**config.mk**
```make
export PLATFORM = sky130hd
export DESIGN_NAME = cfg_serial_tx
export DESIGN_NICKNAME = d
export VERILOG_FILES = /design/src/rtl/cfg_serial_tx.sv
export SDC_FILE = /design/constraint.sdc
export NUM_CORES = 1
export LEC_CHECK = 0
export BUFFER_PORTS_ARGS = -buffer_cell sky130_fd_sc_hd__buf_4
export CAP_MARGIN = 0
export CORE_UTILIZATION = 49
export CTS_BUF_LIST = sky130_fd_sc_hd__clkbuf_2
export CTS_CLUSTER_SIZE = 10
export DETAILED_ROUTE_END_ITERATION = 16
export PLACE_DENSITY = 0.72
export SYNTH_ARGS = -nofsm -noshare
export SYNTH_HDL_FRONTEND = slang
export SYNTH_SLANG_ARGS = --single-unit
```
**constraint.sdc**
```tcl
create_clock -name Mclk -period 1.8 [get_ports Mclk]
set_input_delay 0 -clock Mclk [delete_from_list [all_inputs] [get_ports Mclk]]
set_output_delay 0 -clock Mclk [all_outputs]
set_load 0.005 [all_outputs]
```
**src/rtl/cfg_serial_tx.sv**
```systemverilog
// ============================================================================
// cfg_serial_tx : shifts {Addr,Data} out MSB-first on SCK/SDA with SEN framing
// Rev 1.0
// ============================================================================
`default_nettype none
`timescale 1ns/1ps

module cfg_serial_tx #(
  parameter int DIV   = 4,
  parameter int ABITS = 8,
  parameter int DBITS = 16
) (
  input  logic             Mclk,
  input  logic             nReset,
  input  logic             Start,
  input  logic [ABITS-1:0] Addr,
  input  logic [DBITS-1:0] Data,
  output logic             Busy,
  output logic             Done,
  output logic             SCK,
  output logic             SDA,
  output logic             SEN
);

  localparam int             N        = ABITS + DBITS;
  localparam int             BCW      = $clog2(N);
  localparam logic [7:0]     HALF_M1  = 8'(DIV - 1);
  localparam logic [BCW-1:0] BIT_LAST = BCW'(N - 1);
  localparam logic [BCW-1:0] BIT_ONE  = BCW'(1);

  typedef enum logic [1:0] {
    IDLE = 2'd0,
    LOW  = 2'd1,
    HIGH = 2'd2,
    GAP  = 2'd3
  } state_t;

  state_t         state_q, state_d;
  logic [7:0]     hcnt_q, hcnt_d;
  logic [BCW-1:0] bcnt_q, bcnt_d;
  logic [N-1:0]   shreg_q, shreg_d;
  logic           sck_q, sck_d;
  logic           sda_q, sda_d;
  logic           sen_q, sen_d;
  logic           busy_q, busy_d;
  logic           done_q, done_d;

  always_ff @(posedge Mclk) begin
    if (!nReset) begin
      state_q <= IDLE;
      hcnt_q  <= '0;
      bcnt_q  <= '0;
      shreg_q <= '0;
      sck_q   <= 1'b0;
      sda_q   <= 1'b0;
      sen_q   <= 1'b0;
      busy_q  <= 1'b0;
      done_q  <= 1'b0;
    end else begin
      state_q <= state_d;
      hcnt_q  <= hcnt_d;
      bcnt_q  <= bcnt_d;
      shreg_q <= shreg_d;
      sck_q   <= sck_d;
      sda_q   <= sda_d;
      sen_q   <= sen_d;
      busy_q  <= busy_d;
      done_q  <= done_d;
    end
  end

  always_comb begin
    state_d = state_q;
    hcnt_d  = hcnt_q;
    bcnt_d  = bcnt_q;
    shreg_d = shreg_q;
    sck_d   = sck_q;
    sda_d   = sda_q;
    sen_d   = sen_q;
    busy_d  = busy_q;
    done_d  = 1'b0;

    case (state_q)
      IDLE: begin
        if (Start) begin
          shreg_d = {Addr, Data};
          bcnt_d  = BIT_LAST;
          hcnt_d  = HALF_M1;
          busy_d  = 1'b1;
          sen_d   = 1'b1;
          sda_d   = shreg_d[N-1];
          sck_d   = 1'b0;
          state_d = LOW;
        end
      end
      LOW: begin
        if (hcnt_q == 8'd0) begin
          hcnt_d  = HALF_M1;
          sck_d   = 1'b1;
          state_d = HIGH;
        end else begin
          hcnt_d = hcnt_q - 8'd1;
        end
      end
      HIGH: begin
        if (hcnt_q == 8'd0) begin
          hcnt_d = HALF_M1;
          sck_d  = 1'b0;
          // SDA only moves on the SCK falling edge, keeping it centred on the rise
          if (bcnt_q != '0) begin
            shreg_d = shreg_q << 1;
            bcnt_d  = bcnt_q - BIT_ONE;
            sda_d   = shreg_d[N-1];
            state_d = LOW;
          end else begin
            sda_d   = 1'b0;
            sen_d   = 1'b0;
            state_d = GAP;
          end
        end else begin
          hcnt_d = hcnt_q - 8'd1;
        end
      end
      GAP: begin
        if (hcnt_q == 8'd0) begin
          done_d  = 1'b1;
          busy_d  = 1'b0;
          state_d = IDLE;
        end else begin
          hcnt_d = hcnt_q - 8'd1;
        end
      end
      default: state_d = IDLE;
    endcase
  end

  assign Busy = busy_q;
  assign Done = done_q;
  assign SCK  = sck_q;
  assign SDA  = sda_q;
  assign SEN  = sen_q;

endmodule

`default_nettype wire
```
==> metrics, run 1 <==
HP Class primary input to flop; wire length of the first global-routing pass 11460 um; CTS Sinks 43; Pwr Density 1435 nW/um2; fmax 522.7 MHz; Pwr Total 0.005133 W; Fin Hold WS 0.4154 ns; Port Buffers 31; Die Area 5216 um2; Total GRT Usage 0.2849; setup violators final 28; share of cells above drive strength 1 0.4575; H-Tree Depth 2; flops & latches, synth 43; Placed Cells incl. Taps 363; Top delay family on crit path compound AO/OA/AOI/OAI gates; Initial Util 0.5115; internal power 0.002963 W; Fin. Hold Viols 0; GRT overflow 0; sw power 0.002170 W; placed cell area 2924 um2; Mapped Area 2416 um2; number of primary I/O pins 32; Crit Path Max Fanout 6; async set or reset register ratio after synthesis 0; Max Slew Vio Count 0; Die X 72.22 um; Net Sw Frac 0.4227; combinational share of power 0.627; Rows 25; Worst-Margin Slew 0.5285 ns; EDFF count, synth 0; Setup Skew 0.02948 ns; Nets 375; top cells by area, synth dfxtp_1 36%, mux2i_1 11%, a211oi_2 10%; drt drc 0; DR vias 2362; initial antenna violation count 0; commonest non-fill, non-tap cell in the layout buf_4; synth-to-layout area growth 48.06%; cell taking the most area after synthesis dfxtp_1; commonest cells after routing, fill and taps aside 71 x buf_4, 37 x dfxtp_1, 26 x dlygate4sd3_1; CTS tree done; WL final 6948 um; worst path bufs/invs 3; fin crit share 1.063; Worst path max stage delay 0.39 ns; die height 72.22 um; CP max-delay cell or3b_4; Arrival @ worst endpoint 2.26 ns; CP Capture Type flop; post-route cell area 3577 um2; clk root buf clkbuf_2; WL per Instance 17.03 um; Antenna Violating Nets Remaining 0; Yosys top cell area share 0.3563; Detail Placement HPWL 3816 um; CORE AREA 4723 um2; CTS buffer count 5; failing checks negative setup slack; Rel. slew slack 0.6462; DRT Pass-1 Iters 4; dominant synthesized flop cell dfxtp_1; leakage 1.415 nW; final-layout fill cell count 310; register area 868.3 um2; worst path required time 2.15 ns; setup TNS -1.511 ns; Netlist cell types 51; final worst path period need 1.913 ns; largest net degree at the start of global routing 24; syn avg cell area 9.902 um2; Yosys Warn Count 0; worst path cell trace inv_2 > ha_4 > or3b_4 > o31ai_4 > buf_6 > buf_8 > a21oi_2 > a211oi_2; DR vias/cell 5.789; area of the multi-input gates 1538 um2; DRT iter0 DRCs 150; Clock power frac 0.088; number of global-route vias before repair 2466; final estimated routing congestion in global placement 0.8033; RSZ-0062 raised after global routing true; status finished, violations left; fin cells 408; Synth Instances 244; Critical Path Source Type flop; Reg clk slew, reported paths 0.26 ns; Skew-Pair Late Insertion Delay 0.44 ns; peak supply drop 0.0009039 V; register area share after synthesis 0.3563; syn nets 279; crit path kind flop to flop; power share of the sequential group 0.286; Max Buffers Root-to-Sink 2; PnR worst setup slack -0.1132 ns; # Max-Cap Violations 0; Antenna Cells 0
==> timing repair <==
item,in CTS,in global routing
pin swaps,25,14
setup endpoints to repair,32,38
hold endpoints to repair,37,0
setup buffers,6,1
hold buffers,26,0
gates resized for setup,39,13
gates cloned,4,1
==> state kept, by name (all words and copies together) (netlist names) <==
signal,cells
hcnt_q,8
bcnt_q,5
SDA,1
Busy,1
SEN,1
shreg_q,23
state_q,2
SCK,1
Done,1
==> worst reg2reg max path, stage by stage, from the launching register on <==
cell and delay (ns):
dfxtp_2 0.38, inv_2 0.07, ha_4 0.13, or3b_4 0.39, o31ai_4 0.32, buf_6 0.17, buf_8 0.12, a21oi_2 0.06
a211oi_2 0.20
==> routing by layer <==
metal / part of all wire / GRT usage
met1: 0.41 / 0.3148
met2: 0.51 / 0.5223
met3: 0.043 / 0.05000
met4: 0.036 / 0.1416
met5: 0 / 0
==> synth_stat cells, types with 3 or more instances <==
| library cell | number |
|---|---|
| a31oi_1 | 3 |
| a211o_1 | 3 |
| dfxtp_1 | 43 |
| nor2_1 | 9 |
| o21ai_0 | 4 |
| mux2i_1 | 26 |
| a22oi_1 | 3 |
| buf_1 | 3 |
| a211oi_2 | 20 |
| inv_1 | 10 |
| a211oi_1 | 3 |
| nor3_1 | 7 |
| o31a_1 | 3 |
| clkbuf_1 | 10 |
| buf_6 | 5 |
| a21oi_1 | 30 |
| nor4_1 | 3 |
| nand3_1 | 5 |
| ha_1 | 8 |
| nand2_1 | 6 |
==> layout make-up <==
type | count | share of cell area
repair buffers | 109 | 0.2795
multi-input cells | 171 | 0.4299
clock buffers | 5 | 0.006995
clock inverters | 3 | 0.006995
well taps | 67 | 0.02343
inverters | 10 | 0.01049
flip-flops and latches | 43 | 0.2427
==> final timing paths <==
check	slack, ns	cells past startpoint	end	from
worst max-delay path	-0.11	8	shreg_q[5]	hcnt_q[0]
worst min-delay path	0.42	4	shreg_q[0]	Data[0]
worst max register to register	-0.11	8	shreg_q[5]	hcnt_q[0]
worst min register to register	0.51	2	state_q[0]	state_q[0]
==> power by group through the flow <==
stage / logic [W] / clock network (W) / registers [W]
2_1_floorplan: 0.00176 / 0 / 0.00142
3_3_place_gp: 0.00246 / 0 / 0.00142
3_5_place_dp: 0.00250 / 0 / 0.00143
4_1_cts: 0.00304 / 0.000462 / 0.00144
5_1_grt: 0.00344 / 0.000499 / 0.00150
6_report: 0.00322 / 0.000451 / 0.00147
==> through the flow <==
stage	utilization	setup slack [ns]
floorplan	-	-0.1194
global placement	0.6191	-0.08786
detailed placement	0.6191	-0.1603
CTS	0.7444	-0.1027
global route	0.7574	-0.2187
finish	0.7574	-0.1132
==> cells by family (layout without fill, tap and decap cells) <==
kind of cell / count (synthesis) / in the layout / share of synthesized area
buffers and inverters: 30 / 127 / 0.07561
AOI/OAI and AO/OA: 89 / 89 / 0.3019
and+or+nand+nor: 48 / 48 / 0.1170
DFF: 43 / 43 / 0.3563
adders and majority gates: 8 / 8 / 0.04143
muxes: 26 / 26 / 0.1077
(Power assumes the default switching activity.)
==> run 2: changes to the inputs <==
Settings changed: BUFFER_PORTS_ARGS -buffer_cell sky130_fd_sc_hd__buf_4 to -buffer_cell sky130_fd_sc_hd__buf_2.
==> run 2 against run 1 <==
  * The run still ends with negative setup slack left
  * Wire length down 5.2%
  * Combinational power decreased by 9.3%
  * Global-route usage decreased by 4.0 points
  * Cell area down 5.6%
  * Critical path type unchanged
==> metrics, run 2 (same netlist as run 1, synthesis figures left out) <==
status finished, violations left; failing checks negative setup slack; post-route cell area 3377 um2 (-5.6%); largest net degree at the start of global routing 34 (+42%); Initial Util 0.5115 (unchanged); CP Capture Type flop; wire length of the first global-routing pass 9915 um (-13%); DR vias 2253 (-4.6%); fmax 535.9 MHz (+2.5%); Arrival @ worst endpoint 2.26 ns (about the same); peak supply drop 0.0009690 V (+7.2%); Reg clk slew, reported paths 0.26 ns (about the same); Port Buffers 31 (unchanged); DR vias/cell 5.604 (-3.2%); CTS buffer count 5 (unchanged); Crit Path Max Fanout 6 (unchanged); Antenna Cells 0 (unchanged); worst path required time 2.20 ns (+0.05 ns); worst path cell trace or4_4 > o31ai_4 > buf_6 > buf_16 > a21oi_1 > a211oi_2; commonest cells after routing, fill and taps aside 39 x buf_4, 37 x dfxtp_1, 31 x buf_2; drt drc 0 (unchanged); final estimated routing congestion in global placement 0.7961 (-0.90%); top flop regs shreg_q: 23 flops, hcnt_q: 8 flops, bcnt_q: 5 flops; DRT Pass-1 Iters 4 (unchanged); H-Tree Depth 2 (unchanged); Setup Skew 0.03352 ns (+0.004031 ns); Rel. slew slack 0.6824 (+0.03622); commonest non-fill, non-tap cell in the layout buf_4; number of global-route vias before repair 2244 (-9.0%); final-layout fill cell count 327 (+5.5%); Rows 25 (unchanged); Die X 72.22 um (unchanged); Fin. Hold Viols 0 (unchanged); Nets 369 (-1.6%); CTS tree done; PnR worst setup slack -0.06591 ns (+0.04726 ns); Skew-Pair Late Insertion Delay 0.44 ns (about the same); Fin Hold WS 0.4303 ns (+0.01495 ns); worst path bufs/invs 2 (-1); fin crit share 1.037 (-0.02625); GRT overflow 0 (unchanged); WL final 6590 um (-5.2%); leakage 1.342 nW (-5.1%); crit path kind flop to flop; Total GRT Usage 0.2453 (-0.03963); Top delay family on crit path compound AO/OA/AOI/OAI gates; Pwr Total 0.004826 W (-6.0%); Worst-Margin Slew 0.4744 ns (-0.05410 ns); Critical Path Source Type flop; final core occ 0.7150 (-0.04238); largest reg by FF count shreg_q; Pwr Density 1429 nW/um2 (-0.42%); final worst path period need 1.866 ns (-0.04726 ns); die height 72.22 um (unchanged); Worst path max stage delay 0.58 ns (+0.19 ns); # Max-Cap Violations 0 (unchanged); Max Slew Vio Count 0 (unchanged); share of cells above drive strength 1 0.4119 (-0.04554); number of primary I/O pins 32 (unchanged); CP max-delay cell or4_4; clk root buf clkbuf_2; placed cell area 2844 um2 (-2.7%); Antenna Violating Nets Remaining 0 (unchanged); HP Class primary input to flop; CTS Sinks 43 (unchanged); max reg flops 23 (unchanged); Max Buffers Root-to-Sink 2 (unchanged); DRT iter0 DRCs 116 (-23%); CORE AREA 4723 um2 (unchanged); setup violators final 23 (-18%); initial antenna violation count 0 (unchanged); Die Area 5216 um2 (unchanged); RSZ-0062 raised after global routing true; synth-to-layout area growth 39.77%; Detail Placement HPWL 3810 um (-0.15%); WL per Instance 16.39 um (-3.7%)
==> run 2: changes by cell type in the layout (fill, tap and decap cells not counted), moves of 2 or more <==
| cell | before | now |
|---|---|---|
| buf_4 | 71 | 39 |
| buf_2 | 0 | 31 |
| a21oi_1 | 17 | 28 |
| a21oi_2 | 10 | 1 |
| buf_6 | 5 | 2 |
| a21oi_4 | 3 | 1 |
| buf_8 | 2 | 0 |
| clkinv_4 | 2 | 0 |
| ha_2 | 2 | 0 |
| ha_4 | 1 | 3 |
| nor2_2 | 0 | 2 |
==> run 2: path summary, 6_finish.rpt <==
check	start	end	slack, ns	cells past startpoint
worst max-delay path	hcnt_q[3]	shreg_q[21]	-0.07	6
worst min-delay path	Data[2]	shreg_q[2]	0.43	4
worst max register to register	hcnt_q[3]	shreg_q[21]	-0.07	6
worst min register to register	shreg_q[22]	SDA	0.48	2
==> run 2: worst register-to-register path: stages, from the launching register on <==
cell and delay (ns):
dfxtp_2 0.38, or4_4 0.58, o31ai_4 0.32, buf_6 0.18, buf_16 0.13, a21oi_1 0.07
a211oi_2 0.20
==> run 2: repair_timing <==
action / in CTS / in global routing
buffers inserted: 3 / 2
setup endpoints to repair: 33 / 33
pin swaps: 10 / 11
endpoints found under the hold margin: 33 / 0
gates cloned: 2 / 1
resized for setup: 20 / 11
hold buffers: 26 / 0
==> run 2: per-layer routing <==
layer	wire, um	global-route usage	part of all wire
met5	0	0	0
met4	114	0.08497	0.017
met3	233	0.04167	0.035
met2	3418	0.4496	0.52
met1	2822	0.2867	0.43
==> run 2: area by class of cell <==
cell class	count	area, um2	area share
multi-input combinational	171	1488	0.4405
inverter	10	37.54	0.01112
clock inverter	3	23.77	0.007040
timing repair buffer	103	850.8	0.2519
tap	67	83.83	0.02482
clock buffer	5	25.02	0.007410
sequential	43	868.3	0.2571
==> run 2: per-stage QoR <==
step                TNS, ns  worst slack, ns  instances
floorplan            -2.339          -0.1194        244
global placement     -1.424         -0.06559        361
detailed placement   -2.832          -0.1269        361
CTS                 -0.7529         -0.07815        400
global route         -2.726          -0.1462        402
finish              -0.7827         -0.06591        402
==> run 2: where the power goes <==
group | total [W] | internal, W | switching, W
clock | 0.000449 | 0.0000994 | 0.000350
combinational | 0.00292 | 0.00145 | 0.00147
sequential | 0.00146 | 0.00125 | 0.000206
==> run 3: changes to the inputs <==
Settings changed: ABC_AREA from default to 1.
==> run 3 against run 2 <==
  * The flow now finishes without violations
  * Clock power rose by 28%
  * Sequential share of layout area rose by 1.9 points
  * Register-to-register slack improved by 0.19 ns
  * Die area rose by 1.1%
  * Synthesized cell count rose by 36%
  * Final cell count rose by 16%
  * Via count rose by 2.7%
  * Global-route usage fell by 2.2 points
  * Critical path type unchanged
==> metrics, run 3 <==
Fin. Hold Viols 0 (unchanged); Rel. slew slack 0.7338 (+0.05140); DRT iter0 DRCs 200 (+72%); WL per Instance 12.22 um (-25%); fin crit share 0.9334 (-0.1033); Detail Placement HPWL 3509 um (-7.9%); initial antenna violation count 0 (unchanged); flops & latches, synth 43 (unchanged); Reg clk slew, reported paths 0.24 ns (-0.02 ns); Max Buffers Root-to-Sink 2 (unchanged); Mapped Area 2444 um2 (+1.1%); Worst-Margin Slew 0.3951 ns (-0.07926 ns); syn avg cell area 7.382 um2 (-25%); Arrival @ worst endpoint 2.04 ns (-0.22 ns); Antenna Cells 0 (unchanged); crit path kind flop to flop; max layer used met4; Post-synth top cells 67 x nand2_1, 43 x dfxtp_1, 42 x nor2_2; Placed Cells incl. Taps 426 (+18%); Die Area 5274 um2 (+1.1%); EDFF count, synth 0 (unchanged); die height 72.62 um (+0.55%); Die X 72.62 um (+0.55%); final estimated routing congestion in global placement 0.8057 (+1.2%); DRT Pass-1 Iters 4 (unchanged); drt drc 0 (unchanged); Total GRT Usage 0.2237 (-0.02156); final-layout fill cell count 427 (+31%); cell taking the most area after synthesis dfxtp_1; Synth Area in Compound Gates 0.06093 (-0.2410); Pwr Total 0.006303 W (+31%); largest net degree at the start of global routing 28 (-18%); wire length on met2 2794 um (-18%); setup violators final 0 (-100%); most frequent cell after synthesis nand2_1; # Max-Cap Violations 0 (unchanged); Max Slew Vio Count 0 (unchanged); Yosys Warn Count 0 (unchanged); worst path required time 2.16 ns (-0.04 ns); PnR worst setup slack 0.1200 ns (+0.1859 ns); setup slack at placement 0.008740 ns (+0.1356 ns); CORE AREA 4755 um2 (+0.66%); status complete, no violations; M1 WL 2557 um (-9.4%); max reg flops 23 (unchanged); fmax 595.2 MHz (+11%); number of global-route vias before repair 2142 (-4.5%); placed cell area 2688 um2 (-5.5%); largest reg by FF count shreg_q; async set or reset register ratio after synthesis 0 (unchanged); CTS tree done; Post-Synth XOR/XNOR Area 0 (unchanged); commonest non-fill, non-tap cell in the layout nand2_1; Skew-Pair Late Insertion Delay 0.42 ns (-0.02 ns); Rows 25 (unchanged); top cells by area, synth dfxtp_1 35%, nor2_2 11%, nand2_1 10%; register area 863.3 um2 (-0.58%); dominant synthesized flop cell dfxtp_1; Yosys top cell area share 0.3523 (-0.004014); synth-to-layout area growth 27.80%; DR vias/cell 4.964 (-11%); CP Capture Type flop; number of primary I/O pins 32 (unchanged); Antenna Violating Nets Remaining 0 (unchanged); Initial Util 0.5139 (+0.002424); mux contribution to synthesized area 0.09012 (-0.01760); Crit Path Max Fanout 11 (+5); Synth Instances 331 (+36%); clk root buf clkbuf_2; register area share after synthesis 0.3523 (-0.004014); CTS buffer count 5 (unchanged); syn nets 366 (+31%); fin cells 466 (+16%); top flop regs shreg_q: 23 flops, hcnt_q: 8 flops, bcnt_q: 5 flops; share of cells above drive strength 1 0.2782 (-0.1337); post-route cell area 3123 um2 (-7.5%); area of the multi-input gates 1395 um2 (-6.2%); area share of and/or/nand/nor cells after synthesis 0.3712 (+0.2542); Netlist cell types 25 (-51%); CTS Sinks 43 (unchanged); final worst path period need 1.680 ns (-0.1859 ns); Pwr Density 2018 nW/um2 (+41%); commonest cells after routing, fill and taps aside 67 x nand2_1, 41 x dfxtp_1, 41 x nor2_2, 41 x nand3_1, 31 x buf_2; main combinational cell family by area after synthesis simple AND/OR/NAND/NOR gates; Port Buffers 31 (unchanged); Setup Skew 0.02341 ns (-0.01010 ns); HP Class primary input to flop; peak supply drop 0.0008247 V (-15%); wire length of the first global-routing pass 9170 um (-7.5%); met3 routed WL 240 um (+3.0%); Nets 433 (+17%); WL final 5696 um (-14%); Synth Area in Adders 0.04096 (-0.0004667); DR vias 2313 (+2.7%); GRT overflow 0 (unchanged); leakage 1.412 nW (+5.2%); Critical Path Source Type flop; H-Tree Depth 2 (unchanged)
## run 3: changes by cell type after synthesis, moves of 17 or more
cell and change:
nand2_1 +61, nor2_1 +21, nand3_1 +36, a21oi_1 -17, a211oi_2 -20, nor2_2 +42
## run 3: power breakdown
part / internal [W] / leakage [nW] / switching [W]
Clock: 0.000236 / 0.0410 / 0.000340
Sequential: 0.00132 / 0.356 / 0.000234
Combinational: 0.00167 / 1.01 / 0.00250
## run 3: final cells by class
| class | instances | share of cell area |
|---|---|---|
| clock buffer | 5 | 0.008013 |
| inverter | 29 | 0.03886 |
| sequential | 43 | 0.2764 |
| timing repair buffer | 71 | 0.1859 |
| clock inverter | 3 | 0.01362 |
| multi-input combinational | 247 | 0.4467 |
| timing repair inverter | 1 | 0.003606 |
| tap | 67 | 0.02684 |
## run 3: final timing paths
check	slack [ns]	to	start	cells past startpoint
max	0.12	shreg_q[11]	state_q[1]	11
min	0.38	shreg_q[0]	Data[0]	4
max reg2reg	0.12	shreg_q[11]	state_q[1]	11
min reg2reg	0.48	SDA	SDA	2
## run 3: logic make-up (layout without fill, tap and decap cells)
family          Yosys count  after routing
simple gates            190            191
fa+ha+maj                 8              8
compound gates           26             26
flops                    43             43
buf+inv                  42            109
mux                      22             22
## run 3: worst max-delay path: stages, from the launching register on
cell and delay (ns):
dfxtp_2 0.39, inv_1 0.09, ha_2 0.20, inv_2 0.06, nor2_4 0.12, inv_2 0.08
nand2_4 0.10, o21ai_4 0.12, nand2_4 0.18, clkinv_8 0.12, nor2_2 0.14, nor2_2 0.04
## run 3: per-layer routing
metal	vias up	track usage
met5	-	0
met4	0	0.08279
met3	12	0.05110
met2	63	0.3790
met1	1039	0.2773
li1	1199	-
## run 3: metrics by stage
step           hold WS (ns)   TNS (ns)    util
4_1_cts              0.3580          0  0.6347
3_5_place_dp         0.2990          0  0.5653
6_report             0.3751          0  0.6568
2_1_floorplan        0.1645          0       -
5_1_grt              0.3655  -0.008971  0.6568
3_3_place_gp         0.2966          0  0.5653
## run 3: repair_timing
item,CTS,global route
gates cloned,0,4
endpoints found under the setup margin,5,29
hold buffers,26,0
pin swaps,0,1
endpoints found under the hold margin,35,0
gates resized for setup,1,11
setup buffers,0,2
